`src/rtl/vga_pkg.sv`:
```
`default_nettype none
// ----------------------------------------------------------------------------
// vga_pkg : shared 800x600 VGA timing constants, decoder state and coordinates
// Revision: 1.0
// ----------------------------------------------------------------------------
package vga_pkg;

  typedef logic [10:0] coord_t;

  typedef enum logic [1:0] {
    HUNT   = 2'd0,
    TRACK  = 2'd1,
    LOCKED = 2'd2
  } state_t;

  localparam int VGA_RES_H  = 800;
  localparam int VGA_RES_V  = 600;
  localparam int VGA_BLK_HF = 40;
  localparam int VGA_BLK_HT = 128;
  localparam int VGA_BLK_HB = 88;
  localparam int VGA_BLK_VF = 1;
  localparam int VGA_BLK_VT = 4;
  localparam int VGA_BLK_VB = 23;

  localparam int H_TOTAL      = VGA_RES_H + VGA_BLK_HF + VGA_BLK_HT + VGA_BLK_HB;
  localparam int V_TOTAL      = VGA_RES_V + VGA_BLK_VF + VGA_BLK_VT + VGA_BLK_VB;
  localparam int H_SYNC_START = VGA_RES_H + VGA_BLK_HF;
  localparam int H_SYNC_END   = H_SYNC_START + VGA_BLK_HT;
  localparam int V_SYNC_START = VGA_RES_V + VGA_BLK_VF;
  localparam int V_SYNC_END   = V_SYNC_START + VGA_BLK_VT;

  // Modulo-total increment used for both the pixel and the line counter.
  function automatic coord_t coord_inc(input coord_t c, input coord_t total);
    return (c == total - coord_t'(1)) ? '0 : c + coord_t'(1);
  endfunction

endpackage
`default_nettype wire

```
`src/rtl/vga_sync_edge.sv`:
```
`default_nettype none
// ----------------------------------------------------------------------------
// vga_sync_edge : two-stage sync sampler producing one-cycle rise/fall pulses
// Revision: 1.0
// ----------------------------------------------------------------------------
module vga_sync_edge (
  input  logic clk,
  input  logic rst_n,
  input  logic sync_in,
  output logic rise,
  output logic fall
);

  logic s1;
  logic s2;

  always_ff @(posedge clk or negedge rst_n) begin
    if (!rst_n) begin
      s1 <= 1'b0;
      s2 <= 1'b0;
    end else begin
      s1 <= sync_in;
      s2 <= s1;
    end
  end

  // Pulses are aligned with the first stage-1 sample at the new level.
  assign rise = s1 & ~s2;
  assign fall = ~s1 & s2;

endmodule
`default_nettype wire

```
`src/rtl/vga_rx_decoder.sv`:
```
`default_nettype none
// ----------------------------------------------------------------------------
// vga_rx_decoder : locks onto VGA sync timing and recovers a per-pixel stream
// Revision: 1.0
// ----------------------------------------------------------------------------
module vga_rx_decoder
  import vga_pkg::*;
#(
  parameter int RES_H  = VGA_RES_H,
  parameter int RES_V  = VGA_RES_V,
  parameter int BLK_HF = VGA_BLK_HF,
  parameter int BLK_HT = VGA_BLK_HT,
  parameter int BLK_HB = VGA_BLK_HB,
  parameter int BLK_VF = VGA_BLK_VF,
  parameter int BLK_VT = VGA_BLK_VT,
  parameter int BLK_VB = VGA_BLK_VB,
  parameter int ERR_W  = 8
) (
  input  logic             clk,
  input  logic             rst_n,
  input  logic [2:0]       RGB,
  input  logic             HSYNC,
  input  logic             VSYNC,
  input  logic [10:0]      probe_x,
  input  logic [10:0]      probe_y,
  output logic             pix_valid,
  output logic [10:0]      pix_x,
  output logic [10:0]      pix_y,
  output logic [2:0]       pix_rgb,
  output logic             frame_done,
  output logic             locked,
  output logic [ERR_W-1:0] err_cnt,
  output logic             blank_violation,
  output logic [2:0]       probe_rgb,
  output logic             probe_valid
);

  localparam coord_t LINE_LEN  = coord_t'(RES_H + BLK_HF + BLK_HT + BLK_HB);
  localparam coord_t FRAME_LEN = coord_t'(RES_V + BLK_VF + BLK_VT + BLK_VB);
  localparam coord_t HS_RISE_H = coord_t'(RES_H + BLK_HF);
  localparam coord_t HS_FALL_H = coord_t'(RES_H + BLK_HF + BLK_HT);
  localparam coord_t VS_RISE_V = coord_t'(RES_V + BLK_VF);
  localparam coord_t VS_FALL_V = coord_t'(RES_V + BLK_VF + BLK_VT);
  localparam coord_t VIS_H     = coord_t'(RES_H);
  localparam coord_t VIS_V     = coord_t'(RES_V);
  localparam coord_t LAST_X    = coord_t'(RES_H - 1);
  localparam coord_t LAST_Y    = coord_t'(RES_V - 1);

  logic [2:0] rgb_s1;
  logic       hs_rise;
  logic       hs_fall;
  logic       vs_rise;
  logic       vs_fall;

  state_t state;
  state_t state_nxt;
  coord_t h;
  coord_t v;
  coord_t h_nxt;
  coord_t v_nxt;
  logic   wrapped;
  logic   wrapped_nxt;
  logic   line_end;
  logic   sync_err;

  logic visible;
  logic pix_ok;
  logic probe_hit;
  logic enter_hunt;

  vga_sync_edge u_hs_edge (
    .clk     (clk),
    .rst_n   (rst_n),
    .sync_in (HSYNC),
    .rise    (hs_rise),
    .fall    (hs_fall)
  );

  vga_sync_edge u_vs_edge (
    .clk     (clk),
    .rst_n   (rst_n),
    .sync_in (VSYNC),
    .rise    (vs_rise),
    .fall    (vs_fall)
  );

  always_ff @(posedge clk or negedge rst_n) begin
    if (!rst_n) begin
      rgb_s1 <= 3'b000;
    end else begin
      rgb_s1 <= RGB;
    end
  end

  // h/v always name the sample currently held in stage 1.
  always_ff @(posedge clk or negedge rst_n) begin
    if (!rst_n) begin
      state   <= HUNT;
      h       <= '0;
      v       <= '0;
      wrapped <= 1'b0;
    end else begin
      state   <= state_nxt;
      h       <= h_nxt;
      v       <= v_nxt;
      wrapped <= wrapped_nxt;
    end
  end

  always_comb begin
    sync_err    = 1'b0;
    state_nxt   = state;
    h_nxt       = h;
    v_nxt       = v;
    wrapped_nxt = wrapped;
    line_end    = (h == LINE_LEN - coord_t'(1));

    if (state != HUNT) begin
      if (hs_rise && (h != HS_RISE_H)) sync_err = 1'b1;
      if (hs_fall && (h != HS_FALL_H)) sync_err = 1'b1;
      if (vs_rise && ((h != '0) || (v != VS_RISE_V))) sync_err = 1'b1;
      if (vs_fall && ((h != '0) || (v != VS_FALL_V))) sync_err = 1'b1;
    end

    case (state)
      HUNT: begin
        // The rising sample is (0, VS_RISE_V); the next one is its successor.
        if (vs_rise) begin
          state_nxt   = TRACK;
          h_nxt       = coord_inc('0, LINE_LEN);
          v_nxt       = VS_RISE_V;
          wrapped_nxt = 1'b0;
        end
      end
      TRACK, LOCKED: begin
        if (sync_err) begin
          state_nxt   = HUNT;
          h_nxt       = '0;
          v_nxt       = '0;
          wrapped_nxt = 1'b0;
        end else begin
          h_nxt = coord_inc(h, LINE_LEN);
          if (line_end) begin
            v_nxt = coord_inc(v, FRAME_LEN);
            if (v == FRAME_LEN - coord_t'(1)) wrapped_nxt = 1'b1;
          end
          if ((state == TRACK) && vs_rise && wrapped) state_nxt = LOCKED;
        end
      end
      default: begin
        state_nxt   = HUNT;
        h_nxt       = '0;
        v_nxt       = '0;
        wrapped_nxt = 1'b0;
      end
    endcase
  end

  assign locked     = (state == LOCKED);
  assign visible    = (h < VIS_H) && (v < VIS_V);
  assign pix_ok     = locked && !sync_err && visible;
  assign probe_hit  = pix_ok && (h == probe_x) && (v == probe_y);
  assign enter_hunt = (state != HUNT) && (state_nxt == HUNT);

  always_ff @(posedge clk or negedge rst_n) begin
    if (!rst_n) begin
      pix_valid       <= 1'b0;
      pix_x           <= '0;
      pix_y           <= '0;
      pix_rgb         <= 3'b000;
      frame_done      <= 1'b0;
      err_cnt         <= '0;
      blank_violation <= 1'b0;
      probe_rgb       <= 3'b000;
      probe_valid     <= 1'b0;
    end else begin
      pix_valid  <= pix_ok;
      pix_x      <= pix_ok ? h : '0;
      pix_y      <= pix_ok ? v : '0;
      pix_rgb    <= pix_ok ? rgb_s1 : 3'b000;
      frame_done <= pix_ok && (h == LAST_X) && (v == LAST_Y);

      if (sync_err && (err_cnt != '1)) err_cnt <= err_cnt + ERR_W'(1);

      if (locked && !visible && (rgb_s1 != 3'b000)) blank_violation <= 1'b1;

      if (probe_hit) begin
        probe_rgb   <= rgb_s1;
        probe_valid <= 1'b1;
      end else if (enter_hunt) begin
        probe_valid <= 1'b0;
      end
    end
  end

endmodule
`default_nettype wire

```
`config.mk`:
```
export PLATFORM = sky130hd
export DESIGN_NAME = vga_rx_decoder
export DESIGN_NICKNAME = d
export VERILOG_FILES = /design/src/rtl/vga_pkg.sv /design/src/rtl/vga_sync_edge.sv /design/src/rtl/vga_rx_decoder.sv
export SDC_FILE = /design/constraint.sdc
export NUM_CORES = 1
export LEC_CHECK = 0
export ABC_CLOCK_PERIOD_IN_PS = 6400
export BUFFER_PORTS_ARGS = -buffer_cell sky130_fd_sc_hd__buf_2
export CAP_MARGIN = 20
export CORE_UTILIZATION = 55
export DETAILED_ROUTE_END_ITERATION = 10
export PLACE_DENSITY = 0.82
export SETUP_SLACK_MARGIN = 0.05
export SLEW_MARGIN = 30
export SYNTH_ARGS = -nofsm -noshare
export SYNTH_HDL_FRONTEND = slang
export SYNTH_SLANG_ARGS = --single-unit
```
`constraint.sdc`:
```
create_clock -name clk -period 6.4 [get_ports clk]
set_clock_uncertainty 0.2 [all_clocks]
set_input_delay 0.32 -clock clk [delete_from_list [all_inputs] [get_ports clk]]
set_output_delay 0.32 -clock clk [all_outputs]
set_load 0.005 [all_outputs]
```
# Word level (Yosys, flattened, before mapping)
# Index checks and enable logic that the tools add are counted.
# classes
magnitude_cmp	2
n_div	0
mux	28
reduce_logical	30
eq_ne	16
bitwise	8
n_mul	0
shift	0
n_addsub	3
# ops
op	count
$mux W11	9
$ne A11 B10 Y1 const B	4
$pmux W11 S2	2
$eq A11 B10 Y1 const B	3
$add A11 B1 Y11 const B	2
$eq A11 B11 Y1	2
$lt A11 B10 Y1 const B	2
$logic_and A1 B1 Y1	17
$eq A11 B11 Y1 const B	1
$mux W1	11
$reduce_bool A11 Y1	1
$add A8 B1 Y8 const B	1
$ne A8 B8 Y1 const B	1
$mux W2	3
$ne A3 B3 Y1 const B	2
$and A1 B1 Y1	4
$logic_not A2 Y1	2
$not A1 Y1	4
$pmux W2 S2	1
$reduce_bool A2 Y1	2
$mux W3	1
$reduce_and A3 Y1	1
$reduce_bool A3 Y1	1
$eq A2 B1 Y1 const B	1
other kinds (7)	9
# totals
mem_count	0
latchBits	0
out_inout_bits	41
input_bits	29
rom_bits	0
wordCells	105
mem_bits_rw	0
reg_bits	72

# Logic depth before layout (Yosys ltp)
# depth
depth_word	14
depth_mapped	11
ltp_nobuf	9

# Cells and area by module
# A second synthesis with hierarchy kept.
# unflattened
cells_unflattened	347
hier_area_um2	3701.0
# by_module_without_submodules
mod	seq_area_each_um2	instances	area_each_um2	cells_each
vga_rx_decoder	1701.6	1	3570.9	339
vga_sync_edge	50.0	2	65.1	4

# Worst setup path after synthesis
# OpenSTA, ideal clock, no wires.
# synth_path
path_kind	flip-flop to flip-flop
start	reg h[0]
end	reg v[5]
path_buffers	1
t_required_ns	6.097
setup_ns	0.103
synth_period_minus_slack_ns	3.203
path_stages_with_launch	10
arrival_time_ns	2.900
slack_ns	3.197
path_cell_list	dfrtp_1 -> inv_1 -> ha_1 -> or4b_4 -> or4_4 -> o31ai_4 -> a21oi_2 -> or4b_1 -> buf_2 -> o41ai_2
# synth_between
elab_chain_cells	9
elab_cells_between_ends	19
classes_between	4 x eq/ne; 7 x mux; 8 x reduce/logical
# synth_lines
element	line	text
start, declared	vga_rx_decoder.sv:57	coord_t h;
start signal, assigned	vga_rx_decoder.sv:104	h <= h_nxt;
$ne A11 B10 Y1	vga_rx_decoder.sv:119	if (hs_rise && (h != HS_RISE_H)) sync_err = 1'b1;
$logic_and A1 B1 Y1	vga_rx_decoder.sv:119	
$mux W1	vga_rx_decoder.sv:119	
$mux W1	vga_rx_decoder.sv:120	if (hs_fall && (h != HS_FALL_H)) sync_err = 1'b1;
$mux W1	vga_rx_decoder.sv:121	if (vs_rise && ((h != '0) || (v != VS_RISE_V))) sync_err = 1'b1;
$mux W1	vga_rx_decoder.sv:122	if (vs_fall && ((h != '0) || (v != VS_FALL_V))) sync_err = 1'b1;
$mux W1	vga_rx_decoder.sv:118	if (state != HUNT) begin
$mux W11 or $ne A3 B3 Y1 (tied branches)	-	
$pmux W11 S2 or $reduce_and A2 Y1 (tied branches)	-	
end signal, assigned	vga_rx_decoder.sv:105	v <= v_nxt;
end, declared	vga_rx_decoder.sv:58	coord_t v;
# Parallel ways exist; a longest one is shown, timed or not.
# A chain may end at the register's enable or synchronous reset.

# Worst setup path in the final report
# layout_path
start	reg h[0]
end	reg v[6]
# The elaborated chain is that of the path after synthesis.

==> results.md <==
- Status: completed
- Post-DP HPWL: 5650 um
- Residual DRC: 0
- First-pass GRT wire length: around 13000 um
- I/O pins: 70
- Fin. max-slew vios: 0
- Synth cell types: 50
- Sequential share of power: a little over two fifths
- Pin count of the biggest net entering global routing: between 70 and 80
- Layout cell share with drive strength beyond 1: 23.5%
- Post-synth EDFFs: 0
- CTS root buf: clkbuf_8
- Setup crit end kind: flop
- Dominant synthesized flop cell: dfrtp_1
- Max cap viols: 0
- Cells after Synth: around 350
- Async S/R FF share, synth: 100%
- RSZ-0062 raised after global routing: no
- DR WL/cell: 16.4 um
- Overflow after GRT: 0
- Core area: 0.00606 sq mm
- Period utilisation layout: about three fifths
- Final ANT Viol Nets: 0
- Sw Ratio: around a third
- Static leakage: roughly 2.0 nW
- CP Data Arrival Time: roughly 3.8 ns
- Net Switching: 453 uW
- Drt first pass iters: 5
- Final setup TNS: 0 ns
- Postcts setup bufs: 0
- Worst Max-Slew Pin Slew: around 0.65 ns
- Area of the die: around 0.0068 sq mm
- Worst Setup Path Type: flop to flop
- Max Clk Rate: 268 MHz
- Routed via count: around 3000
- Post-layout instance area: 0.00423 sq mm
- Area growth, synth to finish: 19.2%
- Clock period minus worst slack: between 3 and 4 ns
- Via/cell ratio: 5.93
- H-tree Lvls: 3
- Global-route total usage across every layer: between 20% and 30%
- CTS tree: built
- Final net count: around 460
- Synth warnings: 0
- Pint: 879 uW
- GPL Wtd Cong: slightly below 1
- Mapped Area: roughly 0.0035 sq mm
- Avg Synthesized Cell Area: just over 10 sq um
- HP Class: flop to flop
- Crit path max fanout: 22
- Num CTS Buffers: 9
- Placed cell area: slightly below 0.004 sq mm
- Pwr dens: roughly 310 mW/mm^2
- Starting DRT DRC Count: 302
- Initial Util: roughly three fifths
- Die Wd: ~82 um
- Max VDD drop: 0.226 mV
- Setup-failing EPs final: 0
- Clock power share: 30.7%
- Nature of the critical path startpoint: flop
- Clock latency at the later pin of the worst-skew pair: between 0.3 and 0.4 ns
- Vias in the first global route: 2738
- Critical path required time: ~6.4 ns
- FF+latch count, synth: a little over 70
- Drt total wl: just over 8000 um
- Die height: 82.3 um
- Rel. slew slack: 56.9%
- Antenna Cells: 0
- # port buffers: around 70
- Clock-pin slew on the worst setup and hold paths: 0.08 ns
- Clock sink total: 72
- Antenna violations before repair: 0
- Largest buffer count on any clock path: 2
- Hold Vio Cnt, Final: 0
- Post-synthesis sequential area ratio: roughly 50%
- Comb pwr share: 25.9%
- Rows: 28
- Power consumption: 1.33 mW
-- power by group through the flow --
stage	sequential, mW	clock, mW	combinational [mW]
after floorplan	0.553	0	0.255
after global placement	0.580	0	0.323
after detailed placement	0.584	0	0.333
after CTS	0.576	0.414	0.339
after global routing	0.586	0.430	0.390
final	0.578	0.409	0.344
-- per-layer routing --
metal  wire length [um]  GRT usage [%]  vias up
met4                196           13.0        0
met2               3890           40.7      145
met3                513           5.27       22
li1                   -              -     1361
met1               3550           33.6     1421
met5                  0              0        -
-- per-stage QoR --
| step | util (%) | setup slack (ns) | hold WS [ns] | instances |
|---|---|---|---|---|
| after floorplan | - | 3.20 | -0.176 | 349 |
| after global placement | 64.8 | 2.71 | 0.228 | 475 |
| after detailed placement | 64.8 | 2.66 | 0.229 | 475 |
| after CTS | 69.4 | 2.61 | 0.00377 | 496 |
| after global routing | 69.8 | 2.51 | 0.276 | 497 |
| final | 69.8 | 2.68 | 0.256 | 497 |
-- synthesized netlist by cell type, types with 2 or more instances --
cell type | n | share of area, %
nor4_1 | 7 | 1.2
nor2b_1 | 3 | 0.53
o41ai_1 | 3 | 0.74
dfrtp_1 | 72 | 51
and2_1 | 18 | 3.2
and3_1 | 7 | 1.2
o311ai_1 | 4 | 0.99
nor3_1 | 15 | 2.1
nand2_1 | 27 | 2.9
nor2_1 | 11 | 1.2
clkbuf_1 | 19 | 2.0
mux2_2 | 3 | 0.95
nand4_1 | 9 | 1.6
o31ai_1 | 2 | 0.42
ha_1 | 9 | 3.2
o21ai_0 | 26 | 3.7
a31oi_1 | 6 | 1.1
nand2b_1 | 6 | 1.1
a21oi_1 | 8 | 1.1
or3_1 | 7 | 1.2
xnor2_1 | 25 | 6.2
xor2_1 | 9 | 2.2
nor3b_1 | 5 | 1.1
nand3_1 | 12 | 1.7
o22a_1 | 2 | 0.49
inv_1 | 9 | 0.95
-- registers in the layout, summed over array words and instances, names as in the netlist, 2 cells and up --
register,count
v,11
err_cnt,8
probe_rgb,3
pix_x,11
rgb_s1,3
h,11
state,2
pix_rgb,3
pix_y,11
-- final cells by class --
cell class	instances	area, sq um
inverter	9	33.8
clock buffer	11	151
multi-input combinational	247	1640
clock inverter	5	78.8
timing repair buffer	78	432
fill	473	1830
sequential	72	1800
tap	75	93.8
-- logic make-up (layout without fill, tap and decap cells) --
logic type,count (synthesis),in the layout,synth area share (%)
AND/OR/NAND/NOR,136,136,21.2
flip-flops,72,72,50.8
AO/OA/AOI/OAI,63,63,11.9
XOR/XNOR,34,34,8.40
buffers and inverters,30,103,3.42
adder cells (fa/ha/maj),9,9,3.17
multiplexers,3,3,0.952
other,1,2,0.106
-- worst max-delay path, stage by stage (launching register included) --
cell,delay (ns)
dfrtp_1,0.47
inv_1,0.11
ha_1,0.15
or4b_4,0.49
or4_4,0.54
o31ai_4,0.34
a21oi_4,0.22
or4b_1,0.75
o311ai_1,0.34
-- final timing paths --
check	from	endpoint	slack, ns	cells past startpoint
setup / recovery	h[0]$_DFFE_PN0P_	v[6]$_DFFE_PN0P_	2.68	8
hold / removal	u_hs_edge.s1$_DFF_PN0_	u_hs_edge.s2$_DFF_PN0_	0.26	0
setup reg to reg	h[0]$_DFFE_PN0P_	v[6]$_DFFE_PN0P_	2.68	8
hold reg to reg	u_hs_edge.s1$_DFF_PN0_	u_hs_edge.s2$_DFF_PN0_	0.26	0
max in group asynchronous	rst_n	u_hs_edge.s2$_DFF_PN0_	5.17	3
min in group asynchronous	rst_n	pix_valid$_DFF_PN0_	0.40	3
-- layout by cell type, fill, tap and decap left out, types with 7 or more instances in the layout --
cell type	Yosys	final
dfrtp_1	72	72
buf_2	1	69
nand2_1	27	27
o21ai_0	26	26
xnor2_1	25	25
and2_1	18	18
nor3_1	15	15
nand3_1	12	12
clkbuf_8	0	11
nor2_1	11	10
inv_1	9	9
xor2_1	9	9
nand4_1	9	9
ha_1	9	9
a21oi_1	8	8
nor4_1	7	7
and3_1	7	7
or3_1	7	7
-- timing repair --
item | CTS | global route
gates resized for setup | 0 | 0
hold endpoints to repair | 5 | 72
hold buffers | 5 | 1
Power figures use the tool's default switching activity.
